[src/rtl/clog2_field_unpacker.sv]
// Serial receiver for width-prefixed magnitude fields: a header w (LSB first), then w bits of x-1.
// Rebuilds x, offers it on a valid/ready port, and discards malformed frames with an error pulse.
module clog2_field_unpacker #(
  parameter int HDR_W  = 4,
  parameter int VAL_W  = 8,
  parameter int MAX_W  = 8,
  parameter int ERR_CW = 8
) (
  input  logic              clk,
  input  logic              rst_n,
  input  logic              bit_in,
  input  logic              bit_valid,
  output logic              bit_ready,
  output logic [VAL_W-1:0]  out_value,
  output logic [HDR_W-1:0]  out_width,
  output logic              out_valid,
  input  logic              out_ready,
  output logic              err_pulse,
  output logic [1:0]        err_code,
  output logic [ERR_CW-1:0] err_count,
  output logic              busy
);

  localparam int CNT_W = $clog2((HDR_W > MAX_W ? HDR_W : MAX_W) + 1);

  localparam logic [1:0] S_HDR  = 2'd0;
  localparam logic [1:0] S_DATA = 2'd1;
  localparam logic [1:0] S_OUT  = 2'd2;

  logic [1:0]        state_q, state_d;
  logic [CNT_W-1:0]  cnt_q, cnt_d;
  logic [HDR_W-1:0]  hdr_q, hdr_d;
  logic [HDR_W-1:0]  w_q, w_d;
  logic [VAL_W-1:0]  fld_q, fld_d;
  logic [VAL_W-1:0]  val_q, val_d;
  logic [HDR_W-1:0]  wid_q, wid_d;
  logic              ep_q, ep_d;
  logic [1:0]        ec_q, ec_d;
  logic [ERR_CW-1:0] ecnt_q, ecnt_d;

  logic              take;
  logic [HDR_W-1:0]  hdr_full;
  logic [VAL_W-1:0]  fld_full;
  logic [VAL_W:0]    sum;

  assign bit_ready = rst_n & (state_q != S_OUT);
  assign take      = bit_valid & bit_ready;
  assign hdr_full  = {bit_in, hdr_q[HDR_W-1:1]};
  assign fld_full  = fld_q | (VAL_W'(bit_in) << cnt_q);
  // One extra bit so that f = all-ones is detected as an unrepresentable x.
  assign sum       = {1'b0, fld_full} + (VAL_W+1)'(1);

  always_comb begin
    state_d = state_q;
    cnt_d   = cnt_q;
    hdr_d   = hdr_q;
    w_d     = w_q;
    fld_d   = fld_q;
    val_d   = val_q;
    wid_d   = wid_q;
    ep_d    = 1'b0;
    ec_d    = 2'b00;
    ecnt_d  = ecnt_q;
    case (state_q)
      S_HDR: begin
        if (take) begin
          if (cnt_q == CNT_W'(HDR_W - 1)) begin
            cnt_d = '0;
            hdr_d = '0;
            if (hdr_full == '0) begin
              val_d   = '0;
              wid_d   = '0;
              state_d = S_OUT;
            end else if (hdr_full > HDR_W'(MAX_W)) begin
              ep_d = 1'b1;
              ec_d = 2'b01;
            end else begin
              w_d     = hdr_full;
              fld_d   = '0;
              state_d = S_DATA;
            end
          end else begin
            hdr_d = hdr_full;
            cnt_d = cnt_q + CNT_W'(1);
          end
        end
      end
      S_DATA: begin
        if (take) begin
          if (cnt_q == CNT_W'(w_q) - CNT_W'(1)) begin
            cnt_d   = '0;
            fld_d   = '0;
            state_d = S_HDR;
            if (sum[VAL_W]) begin
              ep_d = 1'b1;
              ec_d = 2'b10;
            end else begin
              val_d   = sum[VAL_W-1:0];
              wid_d   = w_q;
              state_d = S_OUT;
            end
          end else begin
            fld_d = fld_full;
            cnt_d = cnt_q + CNT_W'(1);
          end
        end
      end
      S_OUT: begin
        if (out_ready) state_d = S_HDR;
      end
      default: state_d = S_HDR;
    endcase
    if (ep_d && (ecnt_q != {ERR_CW{1'b1}})) ecnt_d = ecnt_q + ERR_CW'(1);
  end

  always_ff @(posedge clk or negedge rst_n) begin
    if (!rst_n) begin
      state_q <= S_HDR;
      cnt_q   <= '0;
      hdr_q   <= '0;
      w_q     <= '0;
      fld_q   <= '0;
      val_q   <= '0;
      wid_q   <= '0;
      ep_q    <= 1'b0;
      ec_q    <= 2'b00;
      ecnt_q  <= '0;
    end else begin
      state_q <= state_d;
      cnt_q   <= cnt_d;
      hdr_q   <= hdr_d;
      w_q     <= w_d;
      fld_q   <= fld_d;
      val_q   <= val_d;
      wid_q   <= wid_d;
      ep_q    <= ep_d;
      ec_q    <= ec_d;
      ecnt_q  <= ecnt_d;
    end
  end

  assign out_value = val_q;
  assign out_width = wid_q;
  assign out_valid = (state_q == S_OUT);
  assign err_pulse = ep_q;
  assign err_code  = ec_q;
  assign err_count = ecnt_q;
  assign busy      = (state_q != S_HDR) || (cnt_q != '0);

endmodule
[config.mk]
export PLATFORM = sky130hd
export DESIGN_NAME = clog2_field_unpacker
export DESIGN_NICKNAME = d
export VERILOG_FILES = /design/src/rtl/clog2_field_unpacker.sv
export SDC_FILE = /design/constraint.sdc
export NUM_CORES = 1
export LEC_CHECK = 0
export BUFFER_PORTS_ARGS = -buffer_cell sky130_fd_sc_hd__buf_2
export CAP_MARGIN = 25
export CORE_ASPECT_RATIO = 1.5
export CORE_MARGIN = 2
export CORE_UTILIZATION = 62
export DETAILED_ROUTE_END_ITERATION = 12
export HOLD_SLACK_MARGIN = 0.06
export PLACE_DENSITY = 0.86
export SETUP_SLACK_MARGIN = 0.05
export SLEW_MARGIN = 20
export SYNTH_ARGS = -nofsm -noshare
export SYNTH_HDL_FRONTEND = slang
export SYNTH_SLANG_ARGS = --single-unit
[constraint.sdc]
create_clock -name clk -period 5 [get_ports clk]
set_input_delay 0 -clock clk [delete_from_list [all_inputs] [get_ports clk]]
set_output_delay 0 -clock clk [all_outputs]
set_load 0.005 [all_outputs]
; ---- Word level (Yosys, flattened, before mapping)
; Cells that the tools add are included.
[classes]
muxes = 52
addsub = 4
bitwise = 5
n_shift = 1
mul = 0
magnitude_cmp = 1
n_reduce_logical = 13
n_eq_ne = 16
n_div = 0
[ops]
columns = cell, n
row1 = 8-bit two-way mux, 12
row2 = 4-bit two-way mux, 11
row3 = 8-bit one-hot mux with 2 select lines, 2
row4 = 2-bit two-way mux, 11
row5 = "2-bit != test, second input constant", 9
row6 = 4-bit one-hot mux with 2 select lines, 2
row7 = 6-bit AND reduction, 2
row8 = 1-bit two-way mux, 11
row9 = "8-bit by 1-bit adder with 9-bit output, second input constant", 1
row10 = "8-bit by 1-bit adder with 8-bit output, second input constant", 1
row11 = "8-bit != test, second input constant", 1
row12 = 8-bit OR, 1
row13 = 1-bit by 4-bit left shift with 8-bit output, 1
row14 = 7-bit AND reduction, 1
row15 = 2-bit one-hot mux with 3 select lines, 1
row16 = 5-bit AND reduction, 1
row17 = "4-bit by 1-bit adder with 4-bit output, second input constant", 1
row18 = "4-bit by 2-bit equality test with 1-bit output, second input constant", 1
row19 = 4-bit equality test, 1
row20 = "4-bit > comparator, second input constant", 1
row21 = 4-bit logical NOT, 1
row22 = 2-bit one-hot mux with 2 select lines, 1
row23 = 2-bit nonzero test, 2
row24 = 4-bit nonzero test, 1
row25 = 13 further kinds, 15
[totals]
n_memories = 0
out_inout_bits = 26
romBits = 0
word_cells = 102
mem_bits_rw = 0
ff_bits = 45
latch_bits = 0

; ---- Depth between registers and ports, before layout
; Gate-level depths: netlist of the first run.
[depth]
word_depth = 8
depth_mapped = 11
mapped_depth_nobuf = 10

; ---- Worst setup path after synthesis of the first run
; Ideal clock, no wire load.
[synth_timing]
path_type = reg2reg
start = register cnt_q[0]
end = register ecnt_q[1] (netlist: err_count[1])
required_time_ns = 4.875
setup_time_ns = 0.125
path_buffers = 1
path_slack_ns = 2.522
path_stages_with_launch = 11
t_arrival_ns = 2.353
path_cell_list = dfrtp_1 > buf_4 > and3b_1 > a21o_1 > ha_1 > and2_1 > a31oi_1 > nor4_4 > a31oi_2 > nor2_1 > mux2_2
[synth_via]
elab_chain_len = 8
elab_cells_between_ends = 12
classes_between = add/sub (1) / eq/ne (2) / shift (1) / mux (6) / bitwise (1) / reduce/logical (1)
[synth_rtl]
columns = item, line
row1 = "start, declared", 31  ; logic [CNT_W-1:0] cnt_q, cnt_d;
row2 = "start signal, assigned", 130  ; cnt_q <= cnt_d;
row3 = 1-bit by 4-bit left shift with 8-bit output, 49  ; assign fld_full = fld_q | (VAL_W'(bit_in) << cnt_q);
row4 = 8-bit OR, 49
row5 = 8-bit by 1-bit adder with 9-bit output, 51  ; assign sum = {1'b0, fld_full} + (VAL_W+1)'(1);
row6 = 1-bit two-way mux, 94  ; if (sum[VAL_W]) begin
row7 = 1-bit two-way mux, 90  ; if (cnt_q == CNT_W'(w_q) - CNT_W'(1)) begin
row8 = 1-bit two-way mux, 89  ; if (take) begin
row9 = 1-bit one-hot mux with 2 select lines (*), 64  ; case (state_q)
row10 = 1-bit logical AND (*), 113  ; if (ep_d && (ecnt_q != {ERR_CW{1'b1}})) ecnt_d = ecnt_q + ERR_CW'(1);
row11 = "end signal, assigned", 138  ; ecnt_q <= ecnt_d;
row12 = "end, declared", 39  ; logic [ERR_CW-1:0] ecnt_q, ecnt_d;
; Every way passes the cells marked *; elsewhere a longest branch is shown, timed or not.
; A chain may end at the register's enable or synchronous reset.

; ---- Worst setup path in the final report of the first run
[layout_timing]
start = register cnt_q[2]
end = register ecnt_q[1] (netlist: err_count[1])
; Same word-level chain as after synthesis.

==> flow_summary.json, run 1 <==
{
  "max_slew_margin": 0.5728,
  "cp_data_required_time_ns": 5.19,
  "power_density_mw_per_mm2": 290.9,
  "root_buffer": "clkbuf_8",
  "fin_ws_ns": 2.185,
  "path_delay_family": "compound AO/OA/AOI/OAI gates",
  "drive_above_1_share": 0.2255,
  "power_leakage_nw": 1.324,
  "path_max_fanout": 14,
  "ir_worst_vdd_mv": 0.2908,
  "clk_latency_ns": 0.30,
  "drc": 0,
  "htree_num_levels": 2,
  "gp_congestion": 0.8778,
  "rsz0062_at_grt": "no",
  "viasPerCell": 5.937,
  "cts_made_buffers": 5,
  "slew_viol_final": 0,
  "hold_viol": 0,
  "ys_top_cells_by_count": "dfrtp_1, nand2_1, nor2_1",
  "syn_area_sq_mm": 0.002387,
  "synth_cell_types": 55,
  "wl_um": 5044,
  "diodes": 0,
  "yosysWarnings": 0,
  "drtIter0Drc": 58,
  "grt_pass1_wl_um": 8438,
  "fp.dieW_um": 54.67,
  "post_cts_resized": 0,
  "antenna_found_initial": 0,
  "ys_seq_elements": 44,
  "tns_ns": 0,
  "grt_max_degree": 48,
  "start_util": 0.6483,
  "path_depth": 9,
  "row_count": 27,
  "synth_top_area_frac": 0.4612,
  "dieArea_sq_mm": 0.004373,
  "synth-seq-area-share": 0.4612,
  "period_share": 0.5630,
  "drt-wirelength-per-cell_um": 15.86,
  "start_kind": "flip-flop",
  "numPlacedInstances": 308,
  "yosysMostFrequentCell": "dfrtp_1",
  "synthTopCellsByArea": "dfrtp_1, nand2_1, nor2_1",
  "io_buffer_count": 30,
  "clkTransAtPathRegs_ns": 0.09,
  "yosysTopAreaCell": "dfrtp_1",
  "dp_slack_ns": 2.216,
  "hold_path_class": "in2reg",
  "period_minus_slack_ns": 2.815,
  "skew_ns": 0.009099,
  "synthesis.nets": 251,
  "grt.overflow.total": 0,
  "via_count": 1888,
  "fin_util": 0.7251,
  "reg2reg_depth": 9,
  "synthFlopType": "dfrtp_1",
  "core_sq_mm": 0.003682,
  "synth_edf_count": 0,
  "cap_violations": 0,
  "whs_path_depth": 2,
  "grt_pass1_vias": 1851,
  "syn2layout_area_growth_pct": 11.84,
  "cp_slowest_cell": "dfrtp_1",
  "max_stage_delay_ns": 0.62,
  "grt_util_all_layers": 0.2637,
  "layout.nets": 284,
  "finalSetupViolations": 0,
  "pin_count": 31,
  "firstDrtPassIters": 4,
  "synthCells": 241,
  "crit_arrival_ns": 3.01,
  "status": "finished, final reports clean",
  "crit_type": "reg2reg",
  "cp_num_buf_inv": 0,
  "clock-sinks": 44,
  "dp_hpwl_um": 3768,
  "synth-async-reset-ratio": 1.000,
  "cp-end-kind": "flip-flop",
  "max_freq_mhz": 355.2,
  "cts_tree": "built",
  "cts_max_path_buffers": 2,
  "tightest_slew_ns": 0.6319,
  "fin_cells": 318,
  "crit_chain": "and3b_1 -> a21o_1 -> ha_1 -> and2_1 -> a31oi_1 -> nor4_4 -> a31oi_2 -> nor2_1 -> mux2_2",
  "ant_nets": 0,
  "fp.dieH_um": 80,
  "avgSynthCellArea_sq_um": 9.906
}
==> kinds of logic after synthesis <==
group                    Yosys count  synth area share
AO/OA/AOI/OAI                     52            0.1530
XOR/XNOR                          14           0.05713
adder cells (fa/ha/maj)            5           0.02621
buffers and inverters             14           0.03616
flip-flops                        44            0.4612
multiplexers                       7           0.03249
AND/OR/NAND/NOR                  105            0.2338
==> cell usage in the layout (no fill, tap or decap), types with 6 or more instances in the layout <==
cell / n
a31oi_1: 10
buf_2: 30
dfrtp_1: 44
inv_1: 7
mux2_2: 6
nand2_1: 36
nand3_1: 13
nor2_1: 20
o21ai_0: 11
xnor2_1: 8
==> layout make-up <==
type	count	area [sq um]
fillers	278	1012
clock buffers	5	68.82
repair buffers	33	177.7
flip-flops and latches	44	1101
clock inverters	3	42.54
inverters	7	26.28
multi-input cells	183	1200
well taps	43	53.80
==> sequential cells by signal, indices dropped and copies added (netlist names), 3 cells and up <==
register / flops
err_count: 8
out_value: 8
cnt_q: 4
hdr_q: 3
fld_q: 8
out_width: 4
w_q: 4
==> per-layer routing <==
layer | global-route usage | vias up | routed length (um)
met5 | 0 | - | 0
met4 | 0.1175 | 0 | 136
met3 | 0.05056 | 14 | 174
met2 | 0.4321 | 53 | 2598
met1 | 0.3231 | 888 | 2135
li1 | - | 933 | -
==> power breakdown <==
part	switching (mW)	internal, mW
clock	0.119	0.148
sequential	0.0438	0.370
combinational	0.0478	0.0481
total	0.211	0.566
==> metrics by stage <==
step	hold slack, ns	power [mW]	cell area [sq um]
2_1_floorplan	-0.2956	0.4986	2387
4_1_cts	0.07527	0.7806	2670
3_3_place_gp	0.1056	0.5116	2539
3_5_place_dp	0.1102	0.5142	2539
6_report	0.08030	0.7767	2670
5_1_grt	0.09325	0.8166	2670
==> path summary, 6_finish.rpt <==
check / start / end / slack [ns]
worst min register to register: out_width[2] / out_width[2] / 0.47
worst max-delay path: cnt_q[2] / err_count[1] / 2.18
worst min-delay path: bit_in / hdr_q[3] / 0.08
max in group asynchronous: rst_n / state_q[1] / 4.30
min in group asynchronous: rst_n / err_code[1] / 0.31
worst max register to register: cnt_q[2] / err_count[1] / 2.18
==> worst register-to-register path: stages (launching register included) <==
cell,delay (ns)
dfrtp_1,0.62
and3b_1,0.27
a21o_1,0.20
ha_1,0.23
and2_1,0.18
a31oi_1,0.33
nor4_4,0.08
a31oi_2,0.35
nor2_1,0.15
mux2_2,0.30
==> what timing repair did <==
action	CTS	global route
buffers inserted	0	0
hold endpoints to repair	45	0
hold buffers	2	0
(Power assumes the default switching activity.)
==> run 2, diff against run 1 <==
--- a/config.mk
+++ b/config.mk
@@ -9,10 +9,10 @@
 export CAP_MARGIN = 25
 export CORE_ASPECT_RATIO = 1.5
 export CORE_MARGIN = 2
-export CORE_UTILIZATION = 62
+export CORE_UTILIZATION = 57
 export DETAILED_ROUTE_END_ITERATION = 12
 export HOLD_SLACK_MARGIN = 0.06
-export PLACE_DENSITY = 0.86
+export PLACE_DENSITY = 0.8
 export SETUP_SLACK_MARGIN = 0.05
 export SLEW_MARGIN = 20
 export SYNTH_ARGS = -nofsm -noshare
==> constraint.sdc (replaced) <==
create_clock -name clk -period 2.83 [get_ports clk]
set_input_delay 0 -clock clk [delete_from_list [all_inputs] [get_ports clk]]
set_output_delay 0 -clock clk [all_outputs]
set_load 0.005 [all_outputs]
==> flow_summary.json, run 2 (synthesis gave the netlist of run 1 again) <==
{
  "status": "finished, final reports clean",
  "clkTransAtPathRegs_ns": 0.08,
  "drive_above_1_share": 0.2420,
  "crit_arrival_ns": 2.83,
  "via_count": 1955,
  "max_slew_margin": 0.5369,
  "drc": 0,
  "crit_chain": "nor3b_2 -> a21o_1 -> ha_1 -> and2_1 -> a31oi_2 -> nor4_4 -> a31oi_2 -> nor4_1 -> xor2_1",
  "dieArea_sq_mm": 0.004733,
  "viasPerCell": 5.997,
  "period_share": 0.9207,
  "use_met1": 0.2902,
  "grt_max_degree": 43,
  "timing.critical_path.mode_cell": "a31oi_2",
  "hold_viol": 0,
  "start_kind": "flip-flop",
  "clk_latency_ns": 0.30,
  "path_max_fanout": 7,
  "skew_ns": 0.002342,
  "layout_commonest_cell": "dfrtp_1",
  "ir_worst_vdd_mv": 0.4074,
  "use_met3": 0.03738,
  "met2_usage": 0.4387,
  "grt_pass1_vias": 1917,
  "path_depth": 9,
  "cts_tree": "built",
  "max_freq_mhz": 383.8,
  "tightest_slew_ns": 0.6850,
  "cp_data_required_time_ns": 3.05,
  "cap_violations": 0,
  "power_leakage_nw": 1.362,
  "hold_ws_ns": 0.09814,
  "whs_path_depth": 2,
  "root_buffer": "clkbuf_8",
  "reg2reg_depth": 9,
  "grt_util_all_layers": 0.2453,
  "row_count": 28,
  "ant_nets": 0,
  "grt.overflow.total": 0,
  "start_util": 0.5977,
  "firstDrtPassIters": 7,
  "cp_slowest_cell": "dfrtp_1",
  "diodes": 0,
  "finalSetupViolations": 0,
  "grt_pass1_wl_um": 9094,
  "hold_path_class": "in2reg",
  "clock-sinks": 44,
  "fp.dieH_um": 83.26,
  "cp_num_buf_inv": 0,
  "layout_common_cells": "dfrtp_1, nand2_1, buf_2, nor2_1, nand3_1",
  "layout.nets": 290,
  "fin_ws_ns": 0.2244,
  "fillers": 327,
  "tns_ns": 0,
  "slew_viol_final": 0,
  "cts_made_buffers": 5,
  "wl_um": 5377,
  "drt-wirelength-per-cell_um": 16.49,
  "htree_num_levels": 2,
  "cp-end-kind": "flip-flop",
  "syn2layout_area_growth_pct": 14.83,
  "max_stage_delay_ns": 0.47,
  "io_buffer_count": 30,
  "dp_hpwl_um": 3931,
  "crit_type": "reg2reg",
  "power_density_mw_per_mm2": 534.5,
  "fp.dieW_um": 56.84,
  "top_usage_layer": "met2",
  "rsz0062_at_grt": "no",
  "pin_count": 31,
  "gp_congestion": 0.9142,
  "postCtsSetupRepairBufs": 0,
  "dp_slack_ns": 0.2440,
  "period_minus_slack_ns": 2.606,
  "cts_max_path_buffers": 2,
  "antenna_found_initial": 0,
  "drtIter0Drc": 95,
  "path_delay_family": "simple AND/OR/NAND/NOR gates",
  "core_sq_mm": 0.003994
}
-- run 2: cell types whose count changed in the layout (fill, tap and decap cells not counted), sizes merged --
| cell | previous run | this run |
|---|---|---|
| buf | 31 | 36 |
| clkbuf | 5 | 7 |
| clkinv | 1 | 0 |
| clkinvlp | 1 | 0 |
| dlygate4sd3 | 2 | 3 |
-- run 2: through the flow --
step	instance area [sq um]	util	instances	total power, mW
after floorplan	2387	-	241	0.8809
after global placement	2579	0.6457	315	0.9366
final	2741	0.6864	326	1.465
after CTS	2735	0.6848	326	1.466
after global routing	2741	0.6864	326	1.525
after detailed placement	2579	0.6457	315	0.9420
-- run 2: area by class of cell --
cell class	instances	area, sq um	area share
Clock inverter	1	30.03	0.01095
Timing Repair Buffer	39	225.2	0.08215
Clock buffer	7	96.34	0.03514
Inverter	7	26.28	0.009585
Multi-Input combinational cell	183	1206	0.4400
Tap cell	45	56.30	0.02054
Sequential cell	44	1101	0.4016
-- run 2: worst reg2reg max path: stages, from the launching register on --
cell,delay [ns]
dfrtp_1,0.47
nor3b_2,0.31
a21o_1,0.20
ha_1,0.24
and2_1,0.17
a31oi_2,0.06
nor4_4,0.20
a31oi_2,0.20
nor4_1,0.47
xor2_1,0.20
-- run 2: final timing paths --
kind	start	endpoint	slack, ns
max	cnt_q[2]	err_count[7]	0.22
min	bit_in	hdr_q[3]	0.1
max reg2reg	cnt_q[2]	err_count[7]	0.22
min reg2reg	out_width[2]	out_width[2]	0.48
max in group asynchronous	rst_n	state_q[1]	1.98
min in group asynchronous	rst_n	fld_q[5]	0.41
-- run 2: layer usage --
layer,share of wire,vias to the layer above
met4,0.030,0
met5,0,-
li1,-,938
met3,0.043,17
met1,0.40,930
met2,0.53,70
-- run 2: report_power, final --
part | internal (mW) | switching, mW
sequential | 0.654 | 0.0384
clock | 0.312 | 0.216
combinational | 0.107 | 0.138
-- run 2: repair_timing --
item                       in CTS  in global routing
resized for setup               0                  1
hold endpoints to repair       45                  0
hold buffers                    3                  0
setup endpoints to repair       0                  1
==> run 3, diff against run 2 <==
--- a/config.mk
+++ b/config.mk
@@ -9,10 +9,10 @@
 export CAP_MARGIN = 25
 export CORE_ASPECT_RATIO = 1.5
 export CORE_MARGIN = 2
-export CORE_UTILIZATION = 57
+export CORE_UTILIZATION = 62
 export DETAILED_ROUTE_END_ITERATION = 12
 export HOLD_SLACK_MARGIN = 0.06
-export PLACE_DENSITY = 0.8
+export PLACE_DENSITY = 0.86
 export SETUP_SLACK_MARGIN = 0.05
 export SLEW_MARGIN = 20
 export SYNTH_ARGS = -nofsm -noshare
==> constraint.sdc (replaced) <==
create_clock -name clk -period 3.3 [get_ports clk]
set_input_delay 0 -clock clk [delete_from_list [all_inputs] [get_ports clk]]
set_output_delay 0 -clock clk [all_outputs]
set_load 0.005 [all_outputs]
==> flow_summary.json, run 3 (synthesis gave the netlist of run 1 again) <==
{
  "clock-sinks": 44,
  "skew_ns": 0.01123,
  "hold_viol": 0,
  "crit_type": "reg2reg",
  "clk_latency_ns": 0.30,
  "max_slew_margin": 0.5741,
  "endpoint": "err_count[1]",
  "path_max_fanout": 14,
  "tns_ns": 0,
  "row_count": 27,
  "layout.nets": 284,
  "htree_num_levels": 2,
  "grt_util_all_layers": 0.2601,
  "dp_hpwl_um": 3623,
  "cts_made_buffers": 5,
  "drive_above_1_share": 0.2255,
  "crit_arrival_ns": 2.98,
  "drtIter0Drc": 71,
  "rsz0062_at_grt": "no",
  "crit_chain": "and3b_1 -> a21o_1 -> ha_1 -> and2_1 -> a31oi_1 -> nor4_4 -> a31oi_2 -> nor2_1 -> mux2_2",
  "postCtsSetupRepairBufs": 0,
  "crit_path_start": "cnt_q[2]",
  "fin_ws_ns": 0.5083,
  "drt-wirelength-per-cell_um": 15.27,
  "max_stage_delay_ns": 0.61,
  "grt_max_degree": 46,
  "r2r_start": "cnt_q[2]",
  "via_count": 1910,
  "timing.rr.end": "err_count[1]",
  "viasPerCell": 6.006,
  "cp_data_required_time_ns": 3.49,
  "status": "finished, final reports clean",
  "grt.overflow.total": 0,
  "dieArea_sq_mm": 0.004373,
  "gp_congestion": 0.8944,
  "wl_um": 4857,
  "hold_path_class": "in2reg",
  "dp_slack_ns": 0.5153,
  "period_minus_slack_ns": 2.792,
  "fp.dieH_um": 80,
  "core_sq_mm": 0.003682,
  "layout_commonest_cell": "dfrtp_1",
  "ant_nets": 0,
  "grt_pass1_vias": 1936,
  "layout_common_cells": "dfrtp_1, nand2_1, buf_2, nor2_1, nand3_1",
  "cp-end-kind": "flip-flop",
  "grt_pass1_wl_um": 8376,
  "start_kind": "flip-flop",
  "root_buffer": "clkbuf_8",
  "firstDrtPassIters": 4,
  "worst-r2r-setup-slack_ns": 0.51,
  "slew_viol_final": 0,
  "cts_tree": "built",
  "cts_max_path_buffers": 2,
  "power_density_mw_per_mm2": 420.5,
  "cap_violations": 0,
  "finalSetupViolations": 0,
  "tightest_slew_ns": 0.6300,
  "io_buffer_count": 30,
  "antenna_found_initial": 0,
  "fp.dieW_um": 54.67,
  "max_freq_mhz": 358.2,
  "clkTransAtPathRegs_ns": 0.08,
  "drc": 0,
  "power_leakage_nw": 1.320,
  "cp_slowest_cell": "dfrtp_1",
  "reg2reg_depth": 9,
  "pin_count": 31,
  "ir_worst_vdd_mv": 0.4361,
  "start_util": 0.6483,
  "syn2layout_area_growth_pct": 11.06,
  "diodes": 0,
  "period_share": 0.8460
}
run 3: cell types whose count changed in the layout (fill, tap and decap cells not counted), sizes merged:
| cell | change |
|---|---|
| dlygate4sd3 | -1 |
| clkinv | +2 |
| bufinv | -1 |
| clkbuf | -1 |
| buf | -5 |
run 3: area by class of cell:
cell class	count	area (sq um)
clock buffers	6	82.58
well taps	43	53.80
inverters	7	26.28
fillers	297	1031
flip-flops and latches	44	1101
clock inverters	2	10.01
repair buffers	33	177.7
multi-input cells	183	1200
run 3: per-stage QoR:
| stage | area (sq um) | util | hold slack [ns] | instances | power (mW) |
|---|---|---|---|---|---|
| global placement | 2539 | 0.6894 | 0.1906 | 308 | 0.7761 |
| floorplan | 2387 | - | -0.2956 | 241 | 0.7554 |
| detailed placement | 2539 | 0.6894 | 0.1975 | 308 | 0.7802 |
| finish | 2651 | 0.7200 | 0.09507 | 318 | 1.115 |
| CTS | 2651 | 0.7200 | 0.08583 | 318 | 1.120 |
| global route | 2651 | 0.7200 | 0.1066 | 318 | 1.169 |
run 3: per-layer routing:
layer | vias to the layer above | global-route usage | wire [um]
li1 | 926 | - | -
met1 | 902 | 0.3112 | 2060
met2 | 66 | 0.4179 | 2404
met3 | 16 | 0.04494 | 231
met4 | 0 | 0.1550 | 160
met5 | - | 0 | 0
run 3: worst min-delay path by stage:
stage	slack (ns)	start	depth (start not counted)	end
2_1_floorplan	-0.30	rst_n	0	cnt_q[0]
3_3_place_gp	0.19	rst_n	2	out_value[3]
3_5_place_dp	0.20	rst_n	2	out_value[3]
4_1_cts	0.09	bit_in	2	hdr_q[3]
5_1_grt	0.11	bit_in	2	hdr_q[3]
6_report	0.1	bit_in	2	hdr_q[3]
run 3: what timing repair did:
action | 4_1_cts | 5_1_grt
endpoints found under the hold margin | 45 | 0
hold buffers | 2 | 0
resized for setup | 0 | 0
run 3: worst max-delay path, delay by kind of cell (launching register included):
kind | cells | cell delay, ns
AO/OA/AOI/OAI | 3 | 0.90
flip-flops | 1 | 0.61
AND/OR/NAND/NOR | 4 | 0.66
multiplexers | 1 | 0.30
adder cells (fa/ha/maj) | 1 | 0.22
run 3: power by group:
group	total (mW)	leakage, nW	internal (mW)	switching [mW]
Clock	0.343	0.0510	0.167	0.176
Sequential	0.627	0.601	0.560	0.0661
Combinational	0.145	0.668	0.0727	0.0725
